$ cat src/rtl/uart_bridge_pkg.sv
// Shared definitions for the UART command bridge: opcodes, status codes,
// FSM state encoding and small opcode classification helpers.
package uart_bridge_pkg;

    localparam logic [7:0] OP_WRITE      = 8'h00;
    localparam logic [7:0] OP_READ       = 8'h01;
    localparam logic [7:0] OP_BURST_READ = 8'h02;
    localparam logic [7:0] OP_FILL       = 8'h03;

    // 0x01..0x03 pass the decoder error code through unchanged
    localparam logic [7:0] ST_OK     = 8'h00;
    localparam logic [7:0] ST_DEC_E1 = 8'h01;
    localparam logic [7:0] ST_DEC_E2 = 8'h02;
    localparam logic [7:0] ST_DEC_E3 = 8'h03;
    localparam logic [7:0] ST_BAD_OP = 8'h04;
    localparam logic [7:0] ST_RANGE  = 8'h05;

    typedef enum logic [2:0] {
        S_IDLE,
        S_CHECK,
        S_WRITE,
        S_RD_ISSUE,
        S_RD_WAIT,
        S_RD_SEND,
        S_STATUS
    } state_t;

    function automatic logic is_write_op(input logic [7:0] op);
        return (op == OP_WRITE) || (op == OP_FILL);
    endfunction

    // Opcodes whose length field is honoured; the rest move exactly one word
    function automatic logic is_len_op(input logic [7:0] op);
        return (op == OP_BURST_READ) || (op == OP_FILL);
    endfunction

endpackage

$ cat src/rtl/bridge_rd_delay.sv
// Read-latency tracker: delays the memory read strobe by READ_LAT cycles so
// the bridge knows exactly which cycle mem_rdata is valid.
// Ports:
//   clk, rst   clock, synchronous active-high reset (clears in-flight strobes)
//   rd_strobe  mem_en && !mem_we from the bridge
//   capture    high in the cycle mem_rdata belongs to the strobed read
module bridge_rd_delay #(
    parameter int READ_LAT = 1
) (
    input  logic clk,
    input  logic rst,
    input  logic rd_strobe,
    output logic capture
);

    logic [READ_LAT:1] vld_pipe;

    always_ff @(posedge clk) begin
        if (rst) begin
            vld_pipe <= '0;
        end else begin
            vld_pipe[1] <= rd_strobe;
            for (int i = 2; i <= READ_LAT; i++) begin
                vld_pipe[i] <= vld_pipe[i-1];
            end
        end
    end

    assign capture = vld_pipe[READ_LAT];

endmodule

$ cat src/rtl/uart_mem_bridge.sv
// Bridge between the UART command decoder and a word-addressed SRAM.
// Executes WRITE / READ / BURST_READ / FILL, range-checks every command before
// touching memory, and returns read words or status bytes over a valid/ready
// handshake so nothing is lost while the transmitter is busy.
// Ports:
//   clk, rst                     clock, synchronous active-high reset
//   cmd_valid/cmd_ready          command handshake (ready only in IDLE)
//   cmd_opcode/addr/data/len/error  decoded command fields
//   mem_en/we/addr/wdata/rdata   SRAM port, one strobe per word
//   tx_valid/tx_ready            response handshake toward word_to_byte_tx
//   tx_mode/tx_byte/tx_word      response payload (0 byte, 1 word)
//   busy                         high whenever not IDLE
module uart_mem_bridge
    import uart_bridge_pkg::*;
#(
    parameter int DATA_W     = 32,
    parameter int ADDR_W     = 15,
    parameter int LEN_W      = 8,
    parameter int MEM_DEPTH  = 2**ADDR_W,
    parameter int READ_LAT   = 1,
    parameter int ACK_WRITES = 1
) (
    input  logic              clk,
    input  logic              rst,
    input  logic              cmd_valid,
    output logic              cmd_ready,
    input  logic [7:0]        cmd_opcode,
    input  logic [ADDR_W-1:0] cmd_addr,
    input  logic [DATA_W-1:0] cmd_data,
    input  logic [LEN_W-1:0]  cmd_len,
    input  logic [1:0]        cmd_error,
    output logic              mem_en,
    output logic              mem_we,
    output logic [ADDR_W-1:0] mem_addr,
    output logic [DATA_W-1:0] mem_wdata,
    input  logic [DATA_W-1:0] mem_rdata,
    output logic              tx_valid,
    input  logic              tx_ready,
    output logic              tx_mode,
    output logic [7:0]        tx_byte,
    output logic [DATA_W-1:0] tx_word,
    output logic              busy
);

    // End address is computed wide enough that addr+len can never wrap
    localparam int            CW        = ADDR_W + LEN_W + 1;
    localparam logic [CW-1:0] LAST_ADDR = CW'(MEM_DEPTH - 1);

    state_t            state, state_nx;
    logic [7:0]        op_q, status_q, check_status;
    logic [ADDR_W-1:0] addr_q;
    logic [DATA_W-1:0] data_q, word_q;
    logic [LEN_W-1:0]  len_q, rem_q, len_eff;
    logic [1:0]        err_q;
    logic [CW-1:0]     end_addr;
    logic              last_word, capture;

    assign len_eff   = (is_len_op(op_q) && len_q != '0) ? len_q : LEN_W'(1);
    assign end_addr  = CW'(addr_q) + CW'(len_eff) - CW'(1);
    assign last_word = (rem_q == LEN_W'(1));

    // Decoder error beats bad opcode beats range violation
    always_comb begin
        check_status = ST_OK;
        if (err_q != 2'd0)
            check_status = {6'd0, err_q};
        else if (op_q > OP_FILL)
            check_status = ST_BAD_OP;
        else if (end_addr > LAST_ADDR)
            check_status = ST_RANGE;
    end

    bridge_rd_delay #(.READ_LAT(READ_LAT)) u_rd_delay (
        .clk      (clk),
        .rst      (rst),
        .rd_strobe(mem_en && !mem_we),
        .capture  (capture)
    );

    always_ff @(posedge clk) begin
        if (rst) state <= S_IDLE;
        else     state <= state_nx;
    end

    always_comb begin
        state_nx  = state;
        cmd_ready = 1'b0;
        mem_en    = 1'b0;
        mem_we    = 1'b0;
        tx_valid  = 1'b0;
        tx_mode   = 1'b0;
        busy      = 1'b1;
        case (state)
            S_IDLE: begin
                busy      = 1'b0;
                cmd_ready = !rst;
                if (cmd_valid) state_nx = S_CHECK;
            end
            S_CHECK: begin
                if (check_status != ST_OK)  state_nx = S_STATUS;
                else if (is_write_op(op_q)) state_nx = S_WRITE;
                else                        state_nx = S_RD_ISSUE;
            end
            S_WRITE: begin
                mem_en = 1'b1;
                mem_we = 1'b1;
                if (last_word) state_nx = (ACK_WRITES != 0) ? S_STATUS : S_IDLE;
            end
            S_RD_ISSUE: begin
                mem_en   = 1'b1;
                state_nx = S_RD_WAIT;
            end
            S_RD_WAIT: begin
                if (capture) state_nx = S_RD_SEND;
            end
            S_RD_SEND: begin
                tx_valid = 1'b1;
                tx_mode  = 1'b1;
                if (tx_ready) state_nx = last_word ? S_IDLE : S_RD_ISSUE;
            end
            S_STATUS: begin
                tx_valid = 1'b1;
                if (tx_ready) state_nx = S_IDLE;
            end
            default: state_nx = S_IDLE;
        endcase
    end

    always_ff @(posedge clk) begin
        if (rst) begin
            op_q     <= '0;
            addr_q   <= '0;
            data_q   <= '0;
            len_q    <= '0;
            err_q    <= '0;
            rem_q    <= '0;
            status_q <= '0;
            word_q   <= '0;
        end else begin
            case (state)
                S_IDLE: begin
                    if (cmd_valid) begin
                        op_q   <= cmd_opcode;
                        addr_q <= cmd_addr;
                        data_q <= cmd_data;
                        len_q  <= cmd_len;
                        err_q  <= cmd_error;
                    end
                end
                S_CHECK: begin
                    rem_q    <= len_eff;
                    status_q <= check_status;
                end
                S_WRITE: begin
                    // Hold the address on the last word so it never steps past the end
                    if (!last_word) begin
                        addr_q <= addr_q + ADDR_W'(1);
                        rem_q  <= rem_q - LEN_W'(1);
                    end
                end
                S_RD_WAIT: begin
                    if (capture) word_q <= mem_rdata;
                end
                S_RD_SEND: begin
                    if (tx_ready && !last_word) begin
                        addr_q <= addr_q + ADDR_W'(1);
                        rem_q  <= rem_q - LEN_W'(1);
                    end
                end
                default: ;
            endcase
        end
    end

    assign mem_addr  = addr_q;
    assign mem_wdata = data_q;
    assign tx_byte   = status_q;
    assign tx_word   = word_q;

endmodule

$ cat config.mk
export PLATFORM = sky130hd
export DESIGN_NAME = uart_mem_bridge
export DESIGN_NICKNAME = d
export VERILOG_FILES = /design/src/rtl/uart_bridge_pkg.sv /design/src/rtl/bridge_rd_delay.sv /design/src/rtl/uart_mem_bridge.sv
export SDC_FILE = /design/constraint.sdc
export NUM_CORES = 1
export LEC_CHECK = 0
export BUFFER_PORTS_ARGS = -buffer_cell sky130_fd_sc_hd__buf_2
export CORE_MARGIN = 2
export CORE_UTILIZATION = 50
export DETAILED_ROUTE_END_ITERATION = 16
export MAX_ROUTING_LAYER = met4
export PLACE_DENSITY = 0.8
export SLEW_MARGIN = 20
export SYNTH_ARGS = -nofsm -noshare
export SYNTH_HDL_FRONTEND = slang
export SYNTH_SLANG_ARGS = --single-unit
$ cat constraint.sdc
create_clock -name clk -period 3.4 [get_ports clk]
set_input_delay 1.02 -clock clk [delete_from_list [all_inputs] [get_ports clk]]
set_output_delay 1.02 -clock clk [all_outputs]
set_load 0.01 [all_outputs]
==> key figures, run 1 <==
STA
  • Final Max Slew Viols: 0
  • Fin crit period: between 3000 and 4000 ps
  • Setup TNS: 0 ps
  • Final Hold Fails: 0
  • Crit share post-route: 0.902
  • Clk_skew: 10.2 ps
  • RSZ-0062 raised after global routing: false
  • Slew headroom: 0.521
  • Final setup viols: 0
  • Actual slew at the worst max-slew pin: 711 ps
  • Fmax: about 330 MHz
  • Worst setup margin: between 300 and 400 ps

Detailed routing
  • Via Count: ~5500
  • Routed vias/inst: approximately 5.2
  • WL final: approximately 14000 um
  • DRT antenna net count: 0
  • DRC violations left: 0
  • DR pass1 iterations: 5
  • DR WL/cell: between 10 and 15 um
  • Initial detailed-routing violation count: between 300 and 400

Outcome
  • Outcome: finished clean

Clock tree
  • # clock sinks: roughly 110
  • Clk_lat worst skew: ~370 ps
  • CTS H-tree depth: 3
  • Inserted Clock Buffers: 9
  • CTS clock-pin slew for the worst setup and hold paths: roughly 110 ps
  • Clock Path Buffers: 2
  • CTS tree: built
  • Clock tree root buffer cell: clkbuf_8
  • Post_cts resized: 0
  • Setup bufs post-CTS: 0
  • Hold buffer count at cts: 0

Floorplanning
  • Starting density of the core: 0.511
  • Rows: 38
  • Core area: 10800 um^2
  • Die area: around 12000 um^2
  • Die Span Y: about 110 um
  • Die W: 109 um
  • I/O Pins: 194

Synth
  • EDFF count, synth: 0
  • Synth Cell Area: 5510 um^2
  • Synthesized area per cell: between 7 and 8 um^2
  • Asr flop ratio synth: 0
  • Synth Register Bits: 112
  • Gate Count Post-Synth: approximately 740
  • Yosys warning total: 0
  • Post-synth cell types: 58
  • Synth Flop Type: dfxtp_1
  • Sequential area share after synthesis: 0.407

Place
  • IO Port Bufs: about 190
  • HPWL Detailed: between 9000 and 10000 um
  • Placer Congestion: 0.830
  • Instance area at placement: around 6500 um^2
  • Post-place setup slack: around 240 ps

Finish
  • Post-layout nets: a little over 1000
  • # fillers: 1045
  • Share of cells above drive strength 1: 0.260
  • ANT cells: 0
  • Design area: between 6000 and 7000 um^2
  • Area grow syn2layout: 21.8%

Setup path
  • Beginning of the critical path: op_q[5]
  • Crit path kind: reg -> reg
  • Crit. End Element: flop
  • Setup slack, reg-to-reg: 330 ps
  • Max FO, Critical Path: 13
  • CP arrival: 3320 ps
  • Reg-to-reg critical path endpoint: tx_byte[2]
  • CP Data Required Time: about 3700 ps
  • CP endpoint: tx_byte[2]
  • Setup crit start kind: flop
  • R2R Path Start: op_q[5]
  • R2R depth: 14

Power and ir drop
  • Peak VDD IR: ~0.40 mV
  • Pwr/cell area: ~540 nW/um^2
  • Leak: between 0.003 and 0.004 uW

Global route
  • Initial antenna violation count: 0
  • Total GRT Usage: 0.233
  • Pin count of the biggest net entering global routing: 63
  • First-pass GRT wire length: 21900 um
  • Grt ovf: 0
  • Vias in the first global route: 4917

Flow run
  • Max_cap viols: 0

Min path
  • Hold WC Path Type: reg -> reg
worst max-delay path, stage by stage, from the launching register on:
cell and delay, ps:
dfxtp_1 330, nor4_1 280, nand2_1 210, nor2_1 180, buf_4 210, nand2_1 70
ha_1 270, inv_1 40, ha_1 190, a21oi_1 120, o21ai_0 120, or4_1 430
o211ai_1 210, and3b_1 210, o32ai_1 70
cells in the final DEF, fill, tap and decap left out, types with 6 or more instances in the layout:
| cell type | instances |
|---|---|
| a21o_2 | 6 |
| nor2_1 | 44 |
| nor3_1 | 9 |
| nand2_1 | 201 |
| ha_1 | 32 |
| o21ai_1 | 7 |
| o21ai_0 | 20 |
| a21oi_1 | 117 |
| nand3_1 | 22 |
| a21oi_2 | 7 |
| buf_2 | 187 |
| buf_4 | 11 |
| clkbuf_8 | 10 |
| inv_1 | 38 |
| dfxtp_1 | 112 |
synthesized netlist by cell type, types with 6 or more instances:
cell type	number	area, um^2
a21oi_2	7	61.3
o21ai_1	7	35.0
buf_4	7	52.6
o21ai_0	20	100
nor2_1	44	165
ha_1	32	400
a21oi_1	117	586
clkbuf_1	37	139
nand2_1	201	754
inv_1	38	143
dfxtp_1	112	2240
nor3_1	9	45.0
a21o_2	6	52.6
nand3_1	22	110
kinds of logic (layout without fill, tap and decap cells):
group                      Yosys count  after routing  synth area share
DFF                                112            112             0.407
muxes                                1              1           0.00182
AOI/OAI and AO/OA                  197            197             0.211
other                                1              5          0.000681
buffers and inverters               88            252            0.0672
xor gates and xnor gates             1              1           0.00159
adders and majority gates           33             33            0.0763
and+or+nand+nor                    306            306             0.235
layer usage:
metal,track usage,up-vias,wire length (um),part of all wire
li1,-,2796,-,-
met3,0.0454,23,820,0.060
met4,0.0788,0,259,0.019
met5,-,-,0,0
met2,0.386,164,6620,0.49
met1,0.283,2470,5930,0.43
power by group:
part / total (uW) / switching [uW] / leakage, uW / internal, uW
Sequential: 1580 / 136 / 0.000913 / 1440
Clock: 843 / 471 / 0.000109 / 372
Combinational: 1220 / 736 / 0.00200 / 480
flip-flops by register name (all words and copies together), names as in the netlist:
name,flops
op_q,8
u_rd_delay.capture,1
tx_byte,3
len_q,8
mem_addr,15
rem_q,8
err_q,2
mem_wdata,32
state,3
tx_word,32
stage by stage:
stage / hold WS, ps / power (uW) / instances / util
finish: 457 / 3640 / 1047 / 0.622
global route: 478 / 3900 / 1047 / 0.622
CTS: 459 / 3660 / 1047 / 0.621
detailed placement: 443 / 2810 / 1031 / 0.602
global placement: 439 / 2790 / 1031 / 0.602
floorplan: 434 / 2460 / 743 / -
final cells by class:
cell class / count / area (um^2) / share of cell area
clock buffer: 10 / 138 / 0.0205
clock inverter: 6 / 72.6 / 0.0108
inverter: 38 / 143 / 0.0213
multi-input combinational: 543 / 2920 / 0.435
sequential: 112 / 2240 / 0.334
tap: 140 / 175 / 0.0261
timing repair buffer: 198 / 1020 / 0.152
worst min-delay path by stage:
stage,startpoint,to,slack (ps),cells after the start
floorplan,len_q[0],len_q[0],430,2
global placement,mem_wdata[9],mem_wdata[9],440,2
detailed placement,mem_wdata[19],mem_wdata[19],440,2
CTS,mem_wdata[0],mem_wdata[0],460,2
global route,tx_word[9],tx_word[9],480,2
finish,tx_word[12],tx_word[12],460,2
Power figures use the tool's default switching activity.
==> run 2: changes to the inputs <==
REMOVE_ABC_BUFFERS = 1   (was unset)
==> key figures, run 2 (same netlist as run 1, synthesis figures left out) <==
Finish
  • ANT cells: 0 (unchanged)
  • Most frequent cells in the layout: 200 x nand2_1, 187 x buf_2, 117 x a21oi_1
  • Final Util: 0.626 (+0.00429)
  • Share of cells above drive strength 1: 0.261 (+0.00110)
  • Footprint of the multi-input gates: 2940 um^2 (+0.60%)
  • Post-layout nets: 1036 (unchanged)
  • Sequential cell area: 2240 um^2 (unchanged)
  • Area grow syn2layout: 22.6%
  • # fillers: 986 (-5.6%)
  • Commonest non-fill, non-tap cell in the layout: nand2_1
  • Design area: 6760 um^2 (+0.69%)

Floorplanning
  • Starting density of the core: 0.511 (unchanged)
  • Die Span Y: 109 um (unchanged)
  • Rows: 38 (unchanged)
  • Core area: 10800 um^2 (unchanged)
  • Die area: 11900 um^2 (unchanged)
  • I/O Pins: 194 (unchanged)
  • Die W: 109 um (unchanged)

Setup path
  • Beginning of the critical path: op_q[6]
  • Reg-to-reg critical path endpoint: tx_byte[2]
  • Crit path kind: reg -> reg
  • Setup crit start kind: flop
  • Setup slack, reg-to-reg: 280 ps (-50 ps)
  • Max FO, Critical Path: 9 (-4)
  • R2R Path Start: op_q[6]
  • CP arrival: 3360 ps (+40 ps)
  • R2R depth: 14 (unchanged)
  • CP Data Required Time: 3650 ps (about the same)
  • Crit. End Element: flop

STA
  • Final Hold Fails: 0 (unchanged)
  • Final setup viols: 0 (unchanged)
  • Clk_skew: 14.7 ps (+4.48 ps)
  • Worst setup margin: 281 ps (-53.2 ps)
  • Slew headroom: 0.532 (+0.0108)
  • Actual slew at the worst max-slew pin: 702 ps (-9.66 ps)
  • Fmax: 321 MHz (-1.7%)
  • Worst hold slack: 457 ps (+0.149 ps)
  • Final Max Slew Viols: 0 (unchanged)
  • Fin crit period: 3120 ps (+53.2 ps)
  • Crit share post-route: 0.917 (+0.0156)

Min path
  • Hold Path End: mem_wdata[27]
  • Hold Path Stages: 2 (unchanged)
  • Min-delay src: mem_wdata[27]
  • Hold WC Path Type: reg -> reg

Detailed routing
  • DR WL/cell: 13.1 um (+0.65%)
  • DR pass1 iterations: 4 (-1)
  • DRT antenna net count: 0 (unchanged)
  • Initial detailed-routing violation count: 327 (+3.5%)
  • WL final: 13700 um (+0.65%)
  • Routed vias/inst: 5.22 (+0.18%)
  • DRC violations left: 0 (unchanged)
  • Via Count: 5463 (+0.18%)

Clock tree
  • Clock tree root buffer cell: clkbuf_8
  • CTS tree: built
  • Clock Path Buffers: 2 (unchanged)
  • CTS clock-pin slew for the worst setup and hold paths: 110 ps (about the same)
  • CTS H-tree depth: 3 (unchanged)
  • Clk_lat worst skew: 380 ps (about the same)
  • Setup bufs post-CTS: 0 (unchanged)
  • Post_cts resized: 0 (unchanged)
  • Inserted Clock Buffers: 9 (unchanged)
  • Hold buffer count at cts: 0 (unchanged)
  • # clock sinks: 112 (unchanged)

Place
  • IO Port Bufs: 188 (unchanged)
  • Placer Congestion: 0.812 (-2.1%)
  • HPWL Detailed: 9820 um (+1.4%)
  • Instance area at placement: 6520 um^2 (+0.35%)
  • Post-place setup slack: 257 ps (+17.4 ps)

Global route
  • First-pass GRT wire length: 21500 um (-1.7%)
  • Initial antenna violation count: 0 (unchanged)
  • Grt ovf: 0 (unchanged)
  • Pin count of the biggest net entering global routing: 66 (+4.8%)
  • Total GRT Usage: 0.231 (-0.00125)
  • Vias in the first global route: 4883 (-0.69%)

Power and ir drop
  • Pwr Total: 3720 uW (+2.3%)
  • Pwr/cell area: 550 nW/um^2 (+1.6%)
  • Leak: 0.00304 uW (+0.35%)
  • Peak VDD IR: 0.320 mV (-19%)

Outcome
  • Outcome: finished clean

Flow run
  • Max_cap viols: 0 (unchanged)
==> run 2: final cells by class <==
type	count	area share
Tap cell	140	0.0259
Timing Repair Buffer	198	0.153
Clock buffer	10	0.0189
Multi-Input combinational cell	543	0.435
Inverter	38	0.0211
Clock inverter	6	0.0146
Sequential cell	112	0.332
==> run 2: per-stage QoR <==
stage	TNS (ps)	cells
after global placement	0	1031
after CTS	0	1047
final	0	1047
after detailed placement	0	1031
after floorplan	0	693
after global routing	-2.11	1047
==> run 2: power by group <==
group | switching, uW | total, uW | internal, uW | leakage [uW]
clock network | 474 | 902 | 429 | 0.000111
registers | 135 | 1580 | 1440 | 0.000913
logic | 751 | 1240 | 489 | 0.00201
total | 1360 | 3720 | 2360 | 0.00304
==> run 2: layer usage <==
layer | global-route usage | routed length [um] | up-vias | part of all wire
met5 | - | 0 | - | 0
met4 | 0.0907 | 253 | 0 | 0.018
met3 | 0.0448 | 721 | 21 | 0.053
met2 | 0.377 | 6530 | 164 | 0.48
met1 | 0.283 | 6220 | 2474 | 0.45
li1 | - | - | 2804 | -
==> run 2: worst max-delay path by stage <==
stage | end
detailed placement | tx_byte[2]
global placement | tx_byte[2]
floorplan | tx_byte[2]
CTS | state[2]
global route | tx_byte[2]
finish | tx_byte[2]
==> run 2: worst max-delay path, stage by stage (launching register included) <==
cell and delay, ps:
dfxtp_1 330, nor4_1 250, nand2_1 230, nor2_4 190, buf_4 180, nand2_1 80
ha_1 280, inv_1 40, ha_1 200, a21oi_1 120, o21ai_0 100, or4_1 440
o211ai_1 240, and3b_1 230, o32ai_1 80
==> run 3: changes to the inputs <==
CORE_MARGIN = unset   (was 2)
==> key figures, run 3 (same netlist as run 1, synthesis figures left out) <==
Detailed routing
  • DRT antenna net count: 0 (unchanged)
  • Top Metal Used: met4
  • Wire length on met3: 824 um (+14%)
  • Via Count: 5473 (+0.18%)
  • Met2 WL: 6450 um (-1.2%)
  • DR pass1 iterations: 7 (+3)
  • DRT met1 WL: 6040 um (-2.9%)
  • Initial detailed-routing violation count: 398 (+22%)
  • DRC violations left: 0 (unchanged)
  • Routed vias/inst: 5.23 (+0.28%)
  • WL final: 13500 um (-1.7%)
  • DR WL/cell: 12.9 um (-1.6%)

Floorplanning
  • Core area: 10500 um^2 (-2.6%)
  • Starting density of the core: 0.524 (+0.0138)
  • I/O Pins: 194 (unchanged)
  • Die area: 11400 um^2 (-3.6%)
  • Die Span Y: 107 um (-1.8%)
  • Rows: 37 (-2.6%)
  • Die W: 107 um (-1.8%)

Finish
  • Commonest non-fill, non-tap cell in the layout: nand2_1
  • Final Util: 0.639 (+0.0136)
  • Most frequent cells in the layout: 200 x nand2_1, 187 x buf_2, 117 x a21oi_1
  • # fillers: 963 (-2.3%)
  • Share of cells above drive strength 1: 0.263 (+0.00134)
  • Post-layout nets: 1039 (+0.29%)
  • Footprint of the multi-input gates: 2930 um^2 (-0.43%)
  • ANT cells: 0 (unchanged)
  • Area grow syn2layout: 22.0%
  • Sequential cell area: 2240 um^2 (unchanged)

Flow run
  • Max_cap viols: 0 (unchanged)

Min path
  • Min-delay src: tx_word[24]
  • Hold Path End: tx_word[24]
  • Hold Path Stages: 2 (unchanged)
  • Hold WC Path Type: reg -> reg

Power and ir drop
  • Clock power share: 0.220 (-0.023)
  • Pwr/cell area: 537 nW/um^2 (-2.4%)
  • Peak VDD IR: 0.334 mV (+4.3%)
  • Leak: 0.00303 uW (about the same)
  • Net Sw Power: 1390 uW (+2.3%)
  • Register share of total power: 0.432 (+0.008)
  • Combinational power share: 0.347 (+0.014)
  • Net Sw Frac: 0.385 (+0.0195)
  • Power Internal: 2220 uW (-5.9%)

Setup path
  • Crit path cell chain: nor4_1, nand2_1, a2111oi_1, ha_1, inv_1, ha_1, inv_1, fa_1, nand2b_1, a21oi_1, o311ai_0, o211ai_1, and3b_1, a21oi_1
  • Critical path depth: 14 (unchanged)
  • CP arrival: 3440 ps (+80 ps)
  • Crit path buffers/inverters: 2 (unchanged)
  • Crit path kind: reg -> reg
  • Worst path max stage delay: 480 ps (+40 ps)
  • Crit. End Element: flop
  • Max FO, Critical Path: 4 (-5)
  • Critical path's top delay family: compound AO/OA/AOI/OAI gates
  • Crit path max-delay cell type: a2111oi_1
  • Setup crit start kind: flop
  • CP Data Required Time: 3720 ps (+70 ps)
  • Setup slack, reg-to-reg: 280 ps (about the same)
  • R2R Path Start: op_q[5]
  • Reg-to-reg critical path endpoint: state[2]
  • R2R depth: 14 (unchanged)

Place
  • Placer Congestion: 0.877 (+7.9%)
  • IO Port Bufs: 188 (unchanged)
  • HPWL Detailed: 9610 um (-2.1%)

Global route
  • Vias in the first global route: 4895 (+0.25%)
  • Initial antenna violation count: 0 (unchanged)
  • Grt ovf: 0 (unchanged)
  • Pin count of the biggest net entering global routing: 67 (+1.5%)
  • Total GRT Usage: 0.243 (+0.0114)
  • First-pass GRT wire length: 21900 um (+2.0%)

STA
  • Worst hold slack: 456 ps (-1.06 ps)
  • Final Max Slew Viols: 0 (unchanged)
  • Fin crit period: 3120 ps (+0.400 ps)
  • Clk_skew: 16.1 ps (+1.42 ps)
  • Crit share post-route: 0.917 (about the same)
  • Actual slew at the worst max-slew pin: 711 ps (+9.61 ps)
  • Slew headroom: 0.526 (-0.00641)
  • Final Hold Fails: 0 (unchanged)
  • RSZ-0062 raised after global routing: false
  • Fmax: 321 MHz (about the same)
  • Setup TNS: 0 ps (unchanged)
  • Final setup viols: 0 (unchanged)

Clock tree
  • Clock Path Buffers: 2 (unchanged)
  • CTS H-tree depth: 3 (unchanged)
  • Hold buffer count at cts: 0 (unchanged)
  • Setup bufs post-CTS: 0 (unchanged)
  • Clock tree root buffer cell: clkbuf_8
  • CTS tree: built
  • Clk_lat worst skew: 390 ps (about the same)
  • Inserted Clock Buffers: 9 (unchanged)
  • Post_cts resized: 0 (unchanged)
  • # clock sinks: 112 (unchanged)
  • CTS clock-pin slew for the worst setup and hold paths: 110 ps (about the same)

Outcome
  • Outcome: finished clean
[run 3: final cells by class]
class,instances,area share
repair buffers,201,0.155
clock buffers,9,0.0184
inverters,38,0.0212
multi-input cells,543,0.435
well taps,136,0.0253
flip-flops and latches,112,0.334
clock inverters,7,0.0112
[run 3: worst register-to-register path, delay by kind of cell, from the launching register on]
kind	cells	cell delay, ps
flip-flops	1	330
adder cells (fa/ha/maj)	3	560
AO/OA/AOI/OAI	5	1240
AND/OR/NAND/NOR	4	830
buffers and inverters	2	110
[run 3: power groups by stage]
stage	Sequential, uW	Clock (uW)	Combinational [uW]
6_report	1560	795	1250
5_1_grt	1590	879	1410
4_1_cts	1560	816	1250
3_5_place_dp	1590	0	1230
3_3_place_gp	1580	0	1220
2_1_floorplan	1620	0	776
[run 3: metrics by stage]
| stage | std cells | area, um^2 | power (uW) | setup WS, ps |
|---|---|---|---|---|
| final | 1046 | 6720 | 3610 | 281 |
| after CTS | 1046 | 6720 | 3630 | 138 |
| after global placement | 1030 | 6520 | 2800 | 361 |
| after global routing | 1046 | 6720 | 3870 | 8.66 |
| after floorplan | 693 | 5300 | 2400 | 413 |
| after detailed placement | 1030 | 6520 | 2830 | 283 |
[run 3: how the worst max path moves through the flow]
stage | from | to | slack [ps]
2_1_floorplan | op_q[5] | tx_byte[2] | 410
3_3_place_gp | op_q[5] | tx_byte[2] | 360
3_5_place_dp | op_q[5] | state[2] | 280
4_1_cts | op_q[5] | state[2] | 140
5_1_grt | op_q[5] | state[2] | 9
6_report | op_q[5] | state[2] | 280
[run 3: routing by layer]
metal | track usage | vias to the layer above
met3 | 0.0505 | 14
met2 | 0.412 | 190
met1 | 0.300 | 2458
li1 | - | 2811
met4 | 0.0499 | 0
met5 | - | -
